===== src/rtl/mips_pkg.sv =====
// Shared MIPS pipeline definitions: text-segment bounds, reset PC, NOP and the
// fetch state encoding used by fetch_ctrl.
package mips_pkg;

   localparam logic [31:0] RESET_PC_DEFAULT = 32'h0000_3000;
   localparam logic [31:0] TEXT_BASE        = 32'h0000_3000;
   localparam logic [31:0] TEXT_END         = 32'h0000_6FFC;
   localparam logic [31:0] NOP              = 32'h0000_0000;

   typedef enum logic [1:0] {
      S_IDLE = 2'd0,
      S_REQ  = 2'd1,
      S_HOLD = 2'd2
   } fetch_state_t;

   // Address error on fetch: misaligned word or outside the text segment.
   function automatic logic pc_illegal(input logic [31:0] pc);
      return (pc[1:0] != 2'b00) || (pc < TEXT_BASE) || (pc > TEXT_END);
   endfunction

endpackage


===== src/rtl/fetch_redir_buf.sv =====
// Holds a redirect that arrived while a fetch was in flight and selects the
// next fetch PC: live redirect, then buffered redirect, then sequential PC.
module fetch_redir_buf
   import mips_pkg::*;
#(
   parameter int ADDR_W = 32
) (
   input  logic              clk,
   input  logic              reset,
   input  logic              redir_valid,
   input  logic [ADDR_W-1:0] redir_target,
   input  logic              in_req,
   input  logic              ack,
   input  logic [ADDR_W-1:0] pc_q,
   output logic [ADDR_W-1:0] next_pc
);

   logic              redir_pend;
   logic [ADDR_W-1:0] redir_tgt_q;

   // A redirect coincident with the ack is used directly, so it never sets pend;
   // a later redirect while pend is set simply overwrites the target.
   always_ff @(posedge clk or posedge reset) begin
      if (reset) begin
         redir_pend  <= 1'b0;
         redir_tgt_q <= '0;
      end else if (ack) begin
         redir_pend  <= 1'b0;
      end else if (in_req && redir_valid) begin
         redir_pend  <= 1'b1;
         redir_tgt_q <= redir_target;
      end
   end

   always_comb begin
      next_pc = pc_q + ADDR_W'(4);
      if (redir_valid)
         next_pc = redir_target;
      else if (redir_pend)
         next_pc = redir_tgt_q;
   end

endmodule


===== src/rtl/fetch_ctrl.sv =====
// F-stage PC sequencer: owns pc_q, runs the imem handshake and holds the
// fetched word for D. Optional fetch address-error check under FETCH_ADEL_EN.
module fetch_ctrl
   import mips_pkg::*;
#(
   parameter int                ADDR_W   = 32,
   parameter logic [ADDR_W-1:0] RESET_PC = ADDR_W'(RESET_PC_DEFAULT)
) (
   input  logic              clk,
   input  logic              reset,
   input  logic              stall_i,
   input  logic              redir_valid,
   input  logic [ADDR_W-1:0] redir_target,
   output logic              imem_req,
   output logic [ADDR_W-1:0] imem_addr,
   input  logic              imem_ready,
   input  logic [31:0]       imem_rdata,
   output logic              F_valid,
   output logic [ADDR_W-1:0] F_pc,
   output logic [31:0]       F_instr,
   output logic [ADDR_W-1:0] F_pc_add_4,
`ifdef FETCH_ADEL_EN
   output logic              exc_adel,
`endif
   output fetch_state_t      state_dbg
);

   // imem handshake: imem_req stays high with imem_addr stable until a cycle
   // with imem_ready; that cycle transfers imem_rdata. Dropping req without an
   // ack (reset) abandons the request. F side: F_valid marks a held word; D
   // consumes it in any F_valid cycle with stall_i low.

   fetch_state_t      state, state_d;
   logic [ADDR_W-1:0] pc_q, fpc_q, next_pc;
   logic [31:0]       instr_q;
   logic              ack;
   logic              adel;
   logic              adel_q;

`ifdef FETCH_ADEL_EN
   assign adel = (state == S_REQ) && pc_illegal(32'(pc_q));
`else
   assign adel = 1'b0;
`endif

   // An illegal PC completes the fetch locally without touching memory.
   assign ack = (state == S_REQ) && (imem_ready || adel);

   fetch_redir_buf #(.ADDR_W(ADDR_W)) u_redir_buf (
      .clk          (clk),
      .reset        (reset),
      .redir_valid  (redir_valid),
      .redir_target (redir_target),
      .in_req       (state == S_REQ),
      .ack          (ack),
      .pc_q         (pc_q),
      .next_pc      (next_pc)
   );

   always_ff @(posedge clk or posedge reset) begin
      if (reset)
         state <= S_IDLE;
      else
         state <= state_d;
   end

   always_comb begin
      state_d  = state;
      imem_req = 1'b0;
      F_valid  = 1'b0;
      case (state)
         S_IDLE: state_d = S_REQ;
         S_REQ: begin
            imem_req = !adel;
            if (ack)
               state_d = S_HOLD;
         end
         S_HOLD: begin
            F_valid = 1'b1;
            if (!stall_i)
               state_d = S_REQ;
         end
         default: state_d = S_IDLE;
      endcase
      if (reset) begin
         imem_req = 1'b0;
         F_valid  = 1'b0;
      end
   end

   // Outside S_REQ the current pc_q has not been issued, so a redirect simply
   // replaces it; the held instruction is the delay slot and survives.
   always_ff @(posedge clk or posedge reset) begin
      if (reset) begin
         pc_q    <= RESET_PC;
         fpc_q   <= '0;
         instr_q <= NOP;
         adel_q  <= 1'b0;
      end else if (ack) begin
         pc_q    <= next_pc;
         fpc_q   <= pc_q;
         instr_q <= adel ? NOP : imem_rdata;
         adel_q  <= adel;
      end else if (redir_valid && (state != S_REQ)) begin
         pc_q    <= redir_target;
      end
   end

   assign imem_addr  = pc_q;
   assign F_pc       = fpc_q;
   assign F_instr    = instr_q;
   assign F_pc_add_4 = fpc_q + ADDR_W'(4);
   assign state_dbg  = state;

`ifdef FETCH_ADEL_EN
   assign exc_adel = F_valid && adel_q;
`else
   logic unused_adel;
   assign unused_adel = adel_q;
`endif

endmodule


===== config.mk =====
export PLATFORM = sky130hd
export DESIGN_NAME = fetch_ctrl
export DESIGN_NICKNAME = d
export VERILOG_FILES = /design/src/rtl/mips_pkg.sv /design/src/rtl/fetch_redir_buf.sv /design/src/rtl/fetch_ctrl.sv
export SDC_FILE = /design/constraint.sdc
export NUM_CORES = 1
export LEC_CHECK = 0
export CAP_MARGIN = 20
export CORE_MARGIN = 5
export CORE_UTILIZATION = 51
export CTS_CLUSTER_SIZE = 24
export DETAILED_ROUTE_END_ITERATION = 10
export GPL_ROUTABILITY_DRIVEN = 1
export PLACE_DENSITY_LB_ADDON = 0.12
export SLEW_MARGIN = 15
export SYNTH_ARGS = -nofsm -noshare
export SYNTH_HDL_FRONTEND = slang
export SYNTH_SLANG_ARGS = --single-unit

===== constraint.sdc =====
create_clock -name clk -period 9.85 [get_ports clk]
set_clock_uncertainty 0.05 [all_clocks]
set_input_delay 1.4775 -clock clk [delete_from_list [all_inputs] [get_ports clk]]
set_output_delay 1.4775 -clock clk [all_outputs]
set_load 0.02 [all_outputs]

==> flow_summary.json, run 1 <==
{
  "coreArea_mm2": 0.0126,
  "crit_slowest_cell": "clkdlybuf4s50_1",
  "path_max_fanout": 3,
  "grt_max_degree": 73,
  "chipHeight_um": 123,
  "nets": 839,
  "diodes": 0,
  "fin_setup_tns_ns": 0,
  "synth-edff-count": 0,
  "critPathLaunch": "reset",
  "path_delay_family": "buffers and inverters",
  "drt-initial-drc-count": 341,
  "grt_pass1_wl_um": 28200,
  "rsz0062_at_grt": "no",
  "syn_area_mm2": 0.00651,
  "maxSlewHeadroom_pct": 32.8,
  "cts_buffer_depth": 2,
  "cp_num_buf_inv": 2,
  "crit_chain": "clkdlybuf4s50_1 > nor3b_1 > clkdlybuf4s50_1",
  "yosysSeqAreaShare_pct": 50.4,
  "power.leakage_nw": 3.69,
  "drt-vias-per-instance": 5.73,
  "cp.arrival_ns": 2.82,
  "fin_crit_ns": 4.35,
  "vias": 5457,
  "syn-num-nets": 648,
  "slowest_delay_ns": 0.63,
  "firstDrtPassIters": 6,
  "cts_setup_buffers": 0,
  "path_clk_slew_ns": 0.06,
  "synthCells": 577,
  "globalplace.congestion": 0.869,
  "area_growth_pct": 41.6,
  "final_antenna_net_count": 0,
  "hp-start": "F_instr[0]",
  "min_path_type": "register to register",
  "ir_drop_uv": 248,
  "synth-seq-cells": 131,
  "yosys_warnings": 0,
  "drive_above_1_share_pct": 18.8,
  "yosysTopAreaCell": "dfrtp_1",
  "cap_viol_max_count": 0,
  "rr_endpoint": "imem_addr[17]",
  "die_x_um": 123,
  "clkSinkCount": 131,
  "hold_viol": 0,
  "clk_latency_ns": 0.42,
  "reg2reg_slack_ns": 7.08,
  "antenna_found_initial": 0,
  "final_cell_area_mm2": 0.00922,
  "cts_root_buf": "clkbuf_16",
  "routedWlPerCell_um": 18.7,
  "worstMarginPinSlew_ns": 1.01,
  "drc": 0,
  "place_hpwl_um": 12800,
  "cts_tree": "yes",
  "cp_common_cell": "clkdlybuf4s50_1",
  "hold_depth": 1,
  "p_per_area_mw_per_mm2": 367,
  "num_rows": 41,
  "grt_usage_pct": 24.1,
  "io_pins": 201,
  "cp-end-kind": "output pin",
  "synth.area.top_cells": "dfrtp_1 50%, mux2_2 16%, xnor2_1 4.7%",
  "syn_area_per_cell_um2": 11.3,
  "async_flop_share_pct": 100,
  "postCtsHoldBufs": 0,
  "synth_common_cells": "129 x dfrtp_1, 95 x mux2_2, 37 x nand2_1, 35 x xnor2_1, 30 x nor2_1",
  "cts_buffers": 17,
  "cts_resized": 0,
  "htree_levels": 4,
  "routed_wl_um": 17900,
  "ys.flop_type": "dfrtp_1",
  "r2r.worst_path.cells": 7,
  "dpl_cell_area_mm2": 0.00862,
  "hold_path_end": "F_instr[0]",
  "min_period_over_period_pct": 44.2,
  "max_freq_ghz": 0.230,
  "crit_path_start_kind": "input port",
  "critPathKind": "input port to output pin",
  "hold_slack_ns": 0.450,
  "dp_cells": 920,
  "grt_overflow": 0,
  "portBuffers": 200,
  "yosysMostFrequentCell": "dfrtp_1",
  "grt_pass1_vias": 5377,
  "stdcell_count": 953,
  "status": "completed",
  "slew_viol_final": 0,
  "die_area_mm2": 0.0151,
  "initial_core_util_pct": 51.8,
  "synth_top_cell_area_share_pct": 49.6,
  "finalSetupViolations": 0,
  "ys_types": 53,
  "required_ns": 8.32,
  "r2r-start": "state_dbg[1]"
}
[placed cells by master (no fill, tap or decap), types with 5 or more instances in the layout]
master	instances
mux2_2	95
clkinv_2	6
a222oi_1	6
nor2_1	30
nand3_1	26
buf_4	5
nor3_1	6
a21oi_1	9
and4_1	9
and3_1	15
a211oi_1	7
o21ai_1	5
nand4_1	13
clkbuf_16	17
nand2_1	37
inv_1	10
dfrtp_1	129
xor2_1	19
nor4_1	5
o21ai_0	23
a221oi_1	8
clkdlybuf4s50_1	200
xnor2_1	35
o22ai_1	14
[registers in the layout, indices dropped and copies added (netlist names)]
signal and count:
F_instr 32, imem_addr 32, u_redir_buf.redir_tgt_q 32, F_pc 32, state_dbg 2, u_redir_buf.redir_pend 1
[final cells by class]
type | instances | area, um^2
inverters | 11 | 46.3
well taps | 172 | 215
flip-flops and latches | 131 | 3280
clock buffers | 22 | 484
repair buffers | 205 | 2040
multi-input cells | 402 | 3050
fillers | 894 | 3350
clock inverters | 10 | 105
[metal layers]
layer	vias up	track usage, %	share of wire, %
met4	0	9.55	2.3
met1	2657	31.4	40
met5	-	0	0
met2	266	38.6	49
met3	38	6.31	9.1
li1	2496	-	-
[cell families (layout without fill, tap and decap cells)]
group | count (synthesis) | after routing | synth area share [%]
flops | 131 | 131 | 50.4
fa+ha+maj | 2 | 2 | 0.384
xor+xnor | 54 | 54 | 7.26
compound gates | 85 | 85 | 8.68
mux | 99 | 99 | 17.0
simple gates | 162 | 162 | 13.4
buf+inv | 44 | 248 | 2.86
[power breakdown]
group	switching, mW	internal (mW)
clock	0.223	0.396
sequential	0.329	0.810
combinational	0.784	0.841
total	1.34	2.05
[metrics by stage]
stage               utilization [%]  worst slack [ns]  power, mW
floorplan                         -              4.83       2.00
global placement               68.6              5.44       2.71
detailed placement             68.6              5.34       2.76
CTS                            73.3              5.47       3.40
global route                   73.4              5.25       3.57
finish                         73.4              5.50       3.38
[worst max path at each step]
stage / endpoint / slack (ns) / depth (start not counted)
floorplan: F_instr[0] / 4.83 / 1
global placement: imem_addr[17] / 5.44 / 8
detailed placement: imem_addr[15] / 5.34 / 8
CTS: F_pc_add_4[22] / 5.47 / 7
global route: F_pc_add_4[22] / 5.25 / 7
finish: F_valid / 5.50 / 3
Note: power is estimated with default switching activity, not from simulation.
==> inputs of run 2 (changes only) <==
- CORE_UTILIZATION: 51 -> 43
- clock period: 9.85 -> 3.6 ns (I/O delays scaled with it)
==> run 2 against run 1 <==
Final cell count is 1.9% higher. Clock power grew to 2.8 times the previous value. Via count fell by 1.1%. Power rose to 2.7 times the previous value. Worst setup slack lost 5.2 ns. Combinational power grew to 2.8 times the previous value. Final area grew 0.72%. Register-to-register slack worse by 5.9 ns. First-iteration DRC count grew 2.6%. Non-clock buffer count is 4 higher. Critical path depth is 3 higher.
==> flow_summary.json, run 2 (same netlist as run 1, synthesis figures left out) <==
{
  "cts_tree": "yes",
  "io_pins": 201,
  "p_per_area_mw_per_mm2": 1000,
  "diodes": 0,
  "cts_root_buf": "clkbuf_16",
  "area_growth_pct": 42.6,
  "power_switching_mw": 3.64,
  "clk_latency_ns": 0.42,
  "r2r.worst_path.cells": 6,
  "routed_wl_um": 18400,
  "r2r-start": "imem_addr[2]",
  "die_x_um": 133,
  "routedWlPerCell_um": 18.9,
  "status": "completed",
  "maxSlewHeadroom_pct": 31.1,
  "cp_num_buf_inv": 1,
  "path_max_fanout": 6,
  "grt_overflow": 0,
  "vias": 5397,
  "crit_slowest_cell": "clkdlybuf4s50_1",
  "fin_setup_tns_ns": 0,
  "drt-initial-drc-count": 350,
  "min_period_over_period_pct": 92.4,
  "place_hpwl_um": 13500,
  "path_delay_family": "simple AND/OR/NAND/NOR gates",
  "rsz0062_at_grt": "no",
  "hold_path_end": "u_redir_buf.redir_tgt_q[22]",
  "critPathKind": "register to output pin",
  "chipHeight_um": 133,
  "slew_viol_final": 0,
  "fillers": 1229,
  "worstMarginPinSlew_ns": 1.03,
  "globalplace.congestion": 0.902,
  "initial_core_util_pct": 43.3,
  "grt_usage_pct": 21.3,
  "grt_max_degree": 108,
  "worstSetupPathDepth": 6,
  "portBuffers": 200,
  "internal-power_mw": 5.65,
  "dp_cells": 941,
  "crit_path_start_kind": "register",
  "max_freq_ghz": 0.301,
  "final_antenna_net_count": 0,
  "final_common_cell": "clkdlybuf4s50_1",
  "power.share.switching_pct": 39.2,
  "min_path_type": "register to register",
  "postCtsHoldBufs": 0,
  "reg2reg_slack_ns": 1.23,
  "most-common-layout-cells": "200 x clkdlybuf4s50_1, 129 x dfrtp_1, 95 x mux2_2",
  "slowest_delay_ns": 0.63,
  "rr_endpoint": "imem_addr[28]",
  "fin_crit_ns": 3.33,
  "crit_chain": "and4_1 > and4_1 > nand4_1 > nor3_1 > xnor2_1 > clkdlybuf4s50_1",
  "num_rows": 45,
  "stdcell_count": 971,
  "clkPwrFrac_pct": 18.6,
  "antenna_found_initial": 0,
  "nets": 843,
  "hold_depth": 1,
  "hold_slack_ns": 0.452,
  "cts_buffers": 17,
  "required_ns": 3.01,
  "die_area_mm2": 0.0177,
  "combPwrFrac_pct": 48.1,
  "htree_levels": 4,
  "final_util_pct": 61.8,
  "cap_viol_max_count": 0,
  "path_clk_slew_ns": 0.05,
  "finalSetupViolations": 0,
  "drive_above_1_share_pct": 18.9,
  "power.leakage_nw": 3.71,
  "hp-start": "u_redir_buf.redir_tgt_q[22]",
  "grt_pass1_vias": 5631,
  "drc": 0,
  "drt-vias-per-instance": 5.56,
  "cp-end-kind": "output pin",
  "cp.arrival_ns": 2.74,
  "ir_drop_uv": 507,
  "coreArea_mm2": 0.0150,
  "clkSinkCount": 131,
  "hold_viol": 0,
  "cp_common_cell": "and4_1",
  "cts_buffer_depth": 2,
  "firstDrtPassIters": 5,
  "grt_pass1_wl_um": 30100,
  "power_frac_seq_pct": 33.4
}
run 2: cell count changes in the layout (fill, tap and decap cells not counted):
cell        change
clkinv_2        -4
buf_4           +3
clkbuf_1        +2
clkbuf_8        +2
buf_12          +1
clkinvlp_4      -1
inv_6           -1
nor3_1          -1
nor3_2          +1
run 2: cell type report:
type	count	area, um^2	share of cell area, %
Tap cell	188	235	2.53
Inverter	11	45.0	0.485
Multi-Input combinational cell	402	3060	32.9
Timing Repair Buffer	209	2080	22.4
Sequential cell	131	3280	35.3
Clock inverter	4	70.1	0.754
Clock buffer	26	519	5.59
run 2: per-layer routing:
layer / GRT usage (%) / vias to the layer above / wire length [um]
met3: 7.72 / 24 / 1440
met5: 0 / - / 0
met4: 8.26 / 0 / 359
li1: - / 2494 / -
met1: 26.9 / 2689 / 7850
met2: 33.6 / 190 / 8750
run 2: how the worst max path moves through the flow:
stage	from	endpoint	slack [ns]
final	F_pc[17]	F_pc_add_4[30]	0.27
after CTS	F_pc[2]	F_pc_add_4[22]	0.22
after global routing	F_pc[16]	F_pc_add_4[31]	0.09
after floorplan	F_pc[2]	F_pc_add_4[22]	1.18
after global placement	F_pc[2]	F_pc_add_4[22]	0.70
after detailed placement	F_pc[2]	F_pc_add_4[22]	0.66
run 2: metrics by stage:
| stage | setup slack [ns] | power [mW] | area [um^2] |
|---|---|---|---|
| floorplan | 1.18 | 5.47 | 6520 |
| global placement | 0.697 | 7.49 | 8690 |
| detailed placement | 0.660 | 7.60 | 8690 |
| CTS | 0.217 | 9.35 | 9280 |
| global route | 0.0873 | 9.85 | 9290 |
| finish | 0.274 | 9.29 | 9290 |
run 2: power groups by stage:
stage | Sequential (mW) | Clock, mW | Combinational (mW)
6_report | 3.10 | 1.72 | 4.46
5_1_grt | 3.23 | 1.82 | 4.80
4_1_cts | 3.09 | 1.75 | 4.51
3_5_place_dp | 3.11 | 0 | 4.49
3_3_place_gp | 3.06 | 0 | 4.43
2_1_floorplan | 3.47 | 0 | 2.00
run 2: what timing repair did:
item / in CTS / in global routing
resized for setup: 0 / 1
buffers inserted: 0 / 0
setup endpoints to repair: 0 / 1
